## src/rtl/ms_latch10_send_if.sv

```systemverilog
// Handshake and latch-bus bundle for ms_latch10_send.
// The d_par wire exists only when MS_SEND_PARITY_EN is defined.
interface ms_latch10_send_if #(
    parameter int DEPTH = 4
);
    localparam int LW = $clog2(DEPTH) + 1;

    logic          in_valid;
    logic          in_ready;
    logic [9:0]    in_data;
    logic          stall;
    logic [9:0]    d_out;
    logic          g;
    logic          busy;
    logic [LW-1:0] level;
`ifdef MS_SEND_PARITY_EN
    logic          d_par;
`endif

    modport master (
        output in_valid, in_data, stall,
        input  in_ready, d_out, g, busy, level
`ifdef MS_SEND_PARITY_EN
        , input d_par
`endif
    );

    modport slave (
        input  in_valid, in_data, stall,
        output in_ready, d_out, g, busy, level
`ifdef MS_SEND_PARITY_EN
        , output d_par
`endif
    );
endinterface

```

## src/rtl/ms_latch10_send.sv

```systemverilog
// Transmit side of a 10-bit gated-latch link: FIFO buffer plus SETUP/GATE/HOLD sequencer.
// Define MS_SEND_PARITY_EN to add the registered odd-parity output d_par.
module ms_latch10_send #(
    parameter int DEPTH     = 4,
    parameter int SETUP_CYC = 1,
    parameter int HOLD_CYC  = 1
) (
    input  logic             clk,
    input  logic             reset,
    ms_latch10_send_if.slave bus
);
    localparam int AW = $clog2(DEPTH);
    localparam int LW = $clog2(DEPTH) + 1;

    localparam logic [LW-1:0] LVL_FULL   = LW'(DEPTH);
    localparam logic [LW-1:0] LVL_ZERO   = LW'(0);
    localparam logic [LW-1:0] LVL_ONE    = LW'(1);
    localparam logic [AW-1:0] PTR_ONE    = AW'(1);
    localparam logic [AW-1:0] PTR_ZERO   = AW'(0);
    localparam logic [2:0]    SETUP_INIT = 3'(SETUP_CYC - 1);
    localparam logic [2:0]    HOLD_INIT  = 3'(HOLD_CYC - 1);

    localparam logic [1:0] S_IDLE  = 2'd0;
    localparam logic [1:0] S_SETUP = 2'd1;
    localparam logic [1:0] S_GATE  = 2'd2;
    localparam logic [1:0] S_HOLD  = 2'd3;

`ifdef MS_SEND_PARITY_EN
    function automatic logic odd_par(input logic [9:0] w);
        return ~^w;
    endfunction
`endif

    logic [9:0]    mem_q [DEPTH];
    logic [AW-1:0] wr_ptr_q, wr_ptr_d;
    logic [AW-1:0] rd_ptr_q, rd_ptr_d;
    logic [LW-1:0] level_q,  level_d;
    logic [1:0]    state_q,  state_d;
    logic [2:0]    cnt_q,    cnt_d;
    logic [9:0]    d_out_q,  d_out_d;
    logic          g_q,      g_d;
    logic          in_ready_q, in_ready_d;
    logic          busy_q,   busy_d;
    logic          push_s;
    logic          pop_s;
    logic          have_word_s;
`ifdef MS_SEND_PARITY_EN
    logic          d_par_q,  d_par_d;
`endif

    // Next-state logic: pop decision, sequencer, pointers and occupancy
    always_comb begin
        state_d     = state_q;
        cnt_d       = cnt_q;
        d_out_d     = d_out_q;
        rd_ptr_d    = rd_ptr_q;
        wr_ptr_d    = wr_ptr_q;
        level_d     = level_q;
        pop_s       = 1'b0;
        // Full blocks a push even when a pop happens this cycle
        push_s      = bus.in_valid && (level_q != LVL_FULL);
        have_word_s = (level_q != LVL_ZERO) && !bus.stall;
`ifdef MS_SEND_PARITY_EN
        d_par_d     = d_par_q;
`endif

        case (state_q)
            S_IDLE: begin
                if (have_word_s) begin
                    pop_s   = 1'b1;
                    cnt_d   = SETUP_INIT;
                    state_d = S_SETUP;
                end else begin
                    state_d = S_IDLE;
                end
            end
            S_SETUP: begin
                if (cnt_q == 3'd0) begin
                    state_d = S_GATE;
                end else begin
                    cnt_d = cnt_q - 3'd1;
                end
            end
            S_GATE: begin
                state_d = S_HOLD;
                cnt_d   = HOLD_INIT;
            end
            S_HOLD: begin
                if (cnt_q != 3'd0) begin
                    cnt_d = cnt_q - 3'd1;
                end else if (have_word_s) begin
                    pop_s   = 1'b1;
                    cnt_d   = SETUP_INIT;
                    state_d = S_SETUP;
                end else begin
                    state_d = S_IDLE;
                end
            end
            default: begin
                state_d = S_IDLE;
                cnt_d   = 3'd0;
            end
        endcase

        if (pop_s) begin
            d_out_d  = mem_q[rd_ptr_q];
            rd_ptr_d = rd_ptr_q + PTR_ONE;
`ifdef MS_SEND_PARITY_EN
            d_par_d  = odd_par(mem_q[rd_ptr_q]);
`endif
        end else begin
            rd_ptr_d = rd_ptr_q;
        end

        if (push_s) begin
            wr_ptr_d = wr_ptr_q + PTR_ONE;
        end else begin
            wr_ptr_d = wr_ptr_q;
        end

        case ({push_s, pop_s})
            2'b10:   level_d = level_q + LVL_ONE;
            2'b01:   level_d = level_q - LVL_ONE;
            default: level_d = level_q;
        endcase

        g_d        = (state_d == S_GATE);
        in_ready_d = (level_d != LVL_FULL);
        busy_d     = (state_d != S_IDLE) || (level_d != LVL_ZERO);
    end

    // FIFO storage; contents need no reset since occupancy gates every read
    always_ff @(posedge clk) begin
        if (push_s) begin
            mem_q[wr_ptr_q] <= bus.in_data;
        end
    end

    // Control and output registers
    always_ff @(posedge clk or posedge reset) begin
        if (reset) begin
            wr_ptr_q   <= PTR_ZERO;
            rd_ptr_q   <= PTR_ZERO;
            level_q    <= LVL_ZERO;
            state_q    <= S_IDLE;
            cnt_q      <= 3'd0;
            d_out_q    <= 10'd0;
            g_q        <= 1'b0;
            in_ready_q <= 1'b1;
            busy_q     <= 1'b0;
`ifdef MS_SEND_PARITY_EN
            d_par_q    <= 1'b1;
`endif
        end else begin
            wr_ptr_q   <= wr_ptr_d;
            rd_ptr_q   <= rd_ptr_d;
            level_q    <= level_d;
            state_q    <= state_d;
            cnt_q      <= cnt_d;
            d_out_q    <= d_out_d;
            g_q        <= g_d;
            in_ready_q <= in_ready_d;
            busy_q     <= busy_d;
`ifdef MS_SEND_PARITY_EN
            d_par_q    <= d_par_d;
`endif
        end
    end

    assign bus.d_out    = d_out_q;
    assign bus.g        = g_q;
    assign bus.in_ready = in_ready_q;
    assign bus.busy     = busy_q;
    assign bus.level    = level_q;
`ifdef MS_SEND_PARITY_EN
    assign bus.d_par    = d_par_q;
`endif
endmodule
```

## src/flat_wrapper.sv

```systemverilog
// flat-port wrapper written by rule: the top's interface ports become plain ports
module ms_latch10_send_flat 
#(
    parameter int DEPTH     = 4,
    parameter int SETUP_CYC = 1,
    parameter int HOLD_CYC  = 1
)
  (clk, reset, bus_in_valid, bus_in_data, bus_stall, bus_in_ready, bus_d_out, bus_g, bus_busy, bus_level);
  ms_latch10_send_if #(.DEPTH(DEPTH)) bus_i ();
  input  logic clk;
  input  logic reset;
  input wire logic [$bits(bus_i.in_valid)-1:0] bus_in_valid;
  input wire logic [$bits(bus_i.in_data)-1:0] bus_in_data;
  input wire logic [$bits(bus_i.stall)-1:0] bus_stall;
  output wire logic [$bits(bus_i.in_ready)-1:0] bus_in_ready;
  output wire logic [$bits(bus_i.d_out)-1:0] bus_d_out;
  output wire logic [$bits(bus_i.g)-1:0] bus_g;
  output wire logic [$bits(bus_i.busy)-1:0] bus_busy;
  output wire logic [$bits(bus_i.level)-1:0] bus_level;
  assign bus_i.in_valid = bus_in_valid;
  assign bus_i.in_data = bus_in_data;
  assign bus_i.stall = bus_stall;
  assign bus_in_ready = bus_i.in_ready;
  assign bus_d_out = bus_i.d_out;
  assign bus_g = bus_i.g;
  assign bus_busy = bus_i.busy;
  assign bus_level = bus_i.level;
  ms_latch10_send #(.DEPTH(DEPTH), .SETUP_CYC(SETUP_CYC), .HOLD_CYC(HOLD_CYC)) u_core (.clk(clk), .reset(reset), .bus(bus_i));
endmodule
```

## config.mk

```make
export PLATFORM = sky130hd
export DESIGN_NAME = ms_latch10_send_flat
export DESIGN_NICKNAME = d
export VERILOG_FILES = /design/src/rtl/ms_latch10_send_if.sv /design/src/rtl/ms_latch10_send.sv /design/src/flat_wrapper.sv
export SDC_FILE = /design/constraint.sdc
export NUM_CORES = 1
export LEC_CHECK = 0
export ABC_AREA = 0
export ABC_CLOCK_PERIOD_IN_PS = 3530
export CAP_MARGIN = 20
export CORE_ASPECT_RATIO = 1.1
export CORE_MARGIN = 1
export CORE_UTILIZATION = 54
export DETAILED_ROUTE_END_ITERATION = 10
export PLACE_DENSITY = 0.82
export RECOVER_POWER = 50
export SYNTH_ARGS = -nofsm -noshare
export SYNTH_HDL_FRONTEND = slang
export SYNTH_SLANG_ARGS = --single-unit
```

## constraint.sdc

```tcl
create_clock -name clk -period 3.53 [get_ports clk]
set_input_delay 0.5295 -clock clk [delete_from_list [all_inputs] [get_ports clk]]
set_output_delay 0.5295 -clock clk [all_outputs]
set_load 0.02 [all_outputs]
```

==> results.md <==
- The run finished with clean final reports.
- The placeable core region is around 4700 um^2.
- The fraction of power consumed by sequential logic is 43.1%.
- The number of nets in the synthesized netlist is roughly 180.
- The cell total after placement is approximately 240.
- The fraction of layout cells with a size suffix above 1 is about a fifth.
- The critical path's top delay family is buffers and inverters.
- Of all cell types, the one taking the most synthesized area is edfxtp_1.
- The floorplan step defined a die boundary enclosing ~5300 um^2.
- The total number of placement rows is 26.
- The routed length on met1 is approximately 1800 um.
- The effective utilization at floorplan is ~57%.
- The tree is rooted in a clkbuf_8.
- Of the available clock period, the critical path in the final layout requires roughly three quarters.
- The switching power is between 0.8 and 0.9 mW.
- Summing all multi-input logic gate instances after layout gives 825 um^2.
- The via-per-instance ratio is 5.48.
- The endpoint kind of the worst setup timing path is a register.
- The startpoint type of the worst setup path is a primary input.
- The critical-path cell with the highest stage delay is a21boi_0.
- The H-tree level count is 3.
- Yosys mapped the design onto 32 distinct sky130hd cell types.
- A synthesized cell averages roughly 17 um^2.
- The met2 wirelength from detailed routing is 2300 um.
- Setup repair after global routing left no endpoint under its margin.
- Of all nets on the critical path, the largest fanout is 8.
- The number of search-and-repair iterations in the first detailed-routing pass is 4.
- Walking the worst path, the cells encountered are dlygate4sd3_1 -> a21boi_0 -> inv_1 -> ha_1 -> inv_1 -> fa_1 -> xor2_1 -> nor2_1 -> xor2_1 -> nand4bb_1.
- Clock latency on the worst-skew pair, taken at its later pin, is 330 ps.
- The worst reg2reg path startpoint is u_core.cnt_q[0].
- Together, buffers and inverters on the worst path number 3.
- The combined flip-flop and latch cell area is approximately 1800 um^2.
- Ranked by total cell area, the synthesized netlist is headed by edfxtp_1 44%, dfrtp_1 22%, mux4_2 8.3%.
- Clock skew on the completed layout was measured at ~12 ps.
- The number of global-route vias before repair is between 1500 and 2000.
- The number of cells traversed by the worst register-to-register path is 12.
- The relative slew slack is between 10% and 20%.
- The first global-routing pass estimated roughly 7300 um of wire.
- The antenna diode count is 0.
- At the worst endpoint, the required time is between 3000 and 4000 ps.
- After detailed routing, the met3 layer carries ~240 um of wire.
- For this run, design rule violations remaining after detail routing come to 0.
- The post-synthesis async set-or-reset flop share is 38.5%.
- The tightest min-delay check is of the in2async type.
- The leakage power is approximately 1.3 nW.
- Summed over all nets, the half-perimeter wirelength after detailed placement is a little under 3000 um.
- The top routing layer in use is met4.
- The proportion of power drawn by combinational gates is a little over a third.
- Setup violations remaining at the end of the flow were counted as 0.
- The most critical setup path has its startpoint at bus_in_valid.
- The library cell used most frequently in the layout, excluding fill and tap cells, is edfxtp_1.
- The number of logic stages on the critical path including buffering is 10.
- After filler insertion, the fill cell instance count of the layout stands at 300.
- The top cell types in the final layout, fill and taps aside, are 40 x edfxtp_1, 24 x dfrtp_1, 17 x clkdlybuf4s50_1.
- The number of max-cap violations is 0.
- In this run the count of I/O pins placed on the die edge is 30.
- The final route contains roughly 1400 vias.
- At the worst endpoint, the arrival time is between 2000 and 3000 ps.
- The total negative slack is 0 ps.
- The synthesized design contains 65 register bits.
- Once layout is complete, the cells apart from fillers number 256.
- The synthesized netlist occupies a cell area of between 2000 and 3000 um^2.
- The relative area change from synthesis to final layout is 19.8%.
- The share of the synthesized area in the top cell type is 44.0%.
- The number of cells produced by synthesis is around 160.
- For the pin with the worst max-slew slack, the measured transition is 1260 ps.
- The largest net degree at the start of global routing is 26.
- In this run the critical register-to-register path is captured at u_core.bus.busy.
- The post-CTS setup-driven buffer insertion count is 0.
- The initial antenna violation count is 0.
- TritonCTS built the clock tree.
- After detailed routing, the total wire length is 4360 um.
- Measured along the x axis, the die boundary spans between 60 and 70 um.
- After clock tree synthesis, the clock-pin slew on the worst setup and hold paths is 70 ps.
- The proportion of total power due to net switching is a little under a third.
- The number of failing hold endpoints at the final stage came to 0.
- Once the clock tree was built, the resizer swapped 0 gates to a different size.
- The post-route minimum period is 2670 ps.
- In this run the worst setup path terminates at u_core.bus.busy.
- The number of clock buffers added by TritonCTS is 9.
- After layout, the design draws a total of 2.79 mW.
- The aggregate global-route resource usage is 18.7%.
- The overall overflow remaining after global route is 0.
- Internal power comes to approximately 1.9 mW.
- Summing the sequential cell areas from Yosys gives 67.0% of the chip area.
- Dividing total power by cell area gives a power density of around 860 nW/um^2.
- The critical path class is in2reg.
- The net count of the finished layout is around 220.
- The floorplan die height is about 77 um.
- The number of slew-limit violations in the final report is 0.
- In this run the register-to-register setup slack is between 900 and 1000 ps.
- The final routed wire length divided by cell count is between 15 and 20 um.
- The worst IR drop on VDD is 0.000442 V.
- After the first detailed-routing iteration, the DRC count stood at 49.
- Yosys mapped a number of flops with a built-in enable equal to 40.
- The placer's final routability congestion estimate is just over 0.8.
- The most frequently used flop master after synthesis is edfxtp_1.
- The clock net in this run drives a total of 65 sinks.
- During placement, the flow inserted port buffers numbering 29.
- The number of warnings printed during yosys synthesis is 0.
- The top achievable clock speed is about 370 MHz.
- The part of the power in the clock network is between 20% and 30%.
- For this run, the slowest stage of the critical path takes around 660 ps.
- The post-cts hold buffer count is 0.
- The maximum buffer depth of the clock tree is 2.
- The residual antenna-violating net count after detailed routing is 0.
## power groups by stage
stage               combinational, mW  clock, mW  sequential (mW)
floorplan                       0.648          0             1.25
global placement                0.963          0             1.21
detailed placement               1.01          0             1.22
CTS                              1.01      0.606             1.21
global route                     1.09      0.640             1.23
finish                          0.994      0.594             1.20
## sequential cells by signal, indices dropped and copies added, names as in the netlist
signal	count
u_core.cnt_q	3
u_core.bus.in_ready	1
u_core.bus.level	3
u_core.bus.g	1
u_core.wr_ptr_q	2
u_core.state_q	2
u_core.bus.d_out	10
u_core.rd_ptr_q	2
u_core.bus.busy	1
u_core.mem_q	40
## worst register-to-register path: cells and delay by family, from the launching register on
| kind | cells | cell delay (ps) |
|---|---|---|
| compound gates | 1 | 130 |
| xor+xnor | 2 | 370 |
| fa+ha+maj | 4 | 1010 |
| buf+inv | 2 | 120 |
| flops | 1 | 400 |
| simple gates | 3 | 450 |
## metal layers
metal  up-vias  GRT usage [%]
met4         0           9.60
met3         4           5.56
met2        44           31.3
li1        653              -
met1       702           21.7
met5         -              0
## metrics by stage
step	area [um^2]	util [%]	hold WS (ps)	worst slack, ps
detailed placement	3070	64.6	493	778
floorplan	2730	-	456	964
global route	3270	68.8	487	563
finish	3270	68.8	496	860
global placement	3070	64.6	472	880
CTS	3260	68.7	513	978
## cell type report
class,count,share of cell area (%)
Sequential cell,65,56.0
Clock buffer,14,5.63
Clock inverter,2,0.306
Multi-Input combinational cell,75,25.2
Tap cell,56,2.14
Inverter,13,1.49
Timing Repair Buffer,31,9.23
## cells in the mapped netlist (2+ instances only)
master and count:
o21ai_0 4, mux4_2 10, a21oi_1 3, nand2_1 6
dfrtp_1 24, o2bb2ai_1 2, inv_1 13, edfxtp_1 40
ha_1 12, mux2_4 7, xnor2_1 2, mux2_2 3
nor2_1 5, xor2_1 3, buf_6 2, and2_1 4
## how the worst min path moves through the flow
stage | startpoint | to | cells after the start | slack, ps
CTS | u_core.cnt_q[1] | u_core.cnt_q[1] | 1 | 510
finish | reset | u_core.state_q[1] | 2 | 500
floorplan | u_core.cnt_q[1] | u_core.cnt_q[1] | 1 | 460
global placement | u_core.cnt_q[1] | u_core.cnt_q[1] | 1 | 470
detailed placement | u_core.cnt_q[1] | u_core.cnt_q[1] | 1 | 490
global route | reset | u_core.state_q[1] | 2 | 490
## logic make-up (layout without fill, tap and decap cells)
group                      after synthesis  after routing  share of synthesized area (%)
AOI/OAI and AO/OA                       15             15                           3.76
xor gates and xnor gates                 6              6                           2.20
adders and majority gates               13             13                           6.24
buffers and inverters                   16             60                           2.75
DFF                                     65             65                           67.0
muxes                                   20             20                           13.3
and+or+nand+nor                         21             21                           4.68
(Power assumes the default switching activity.)
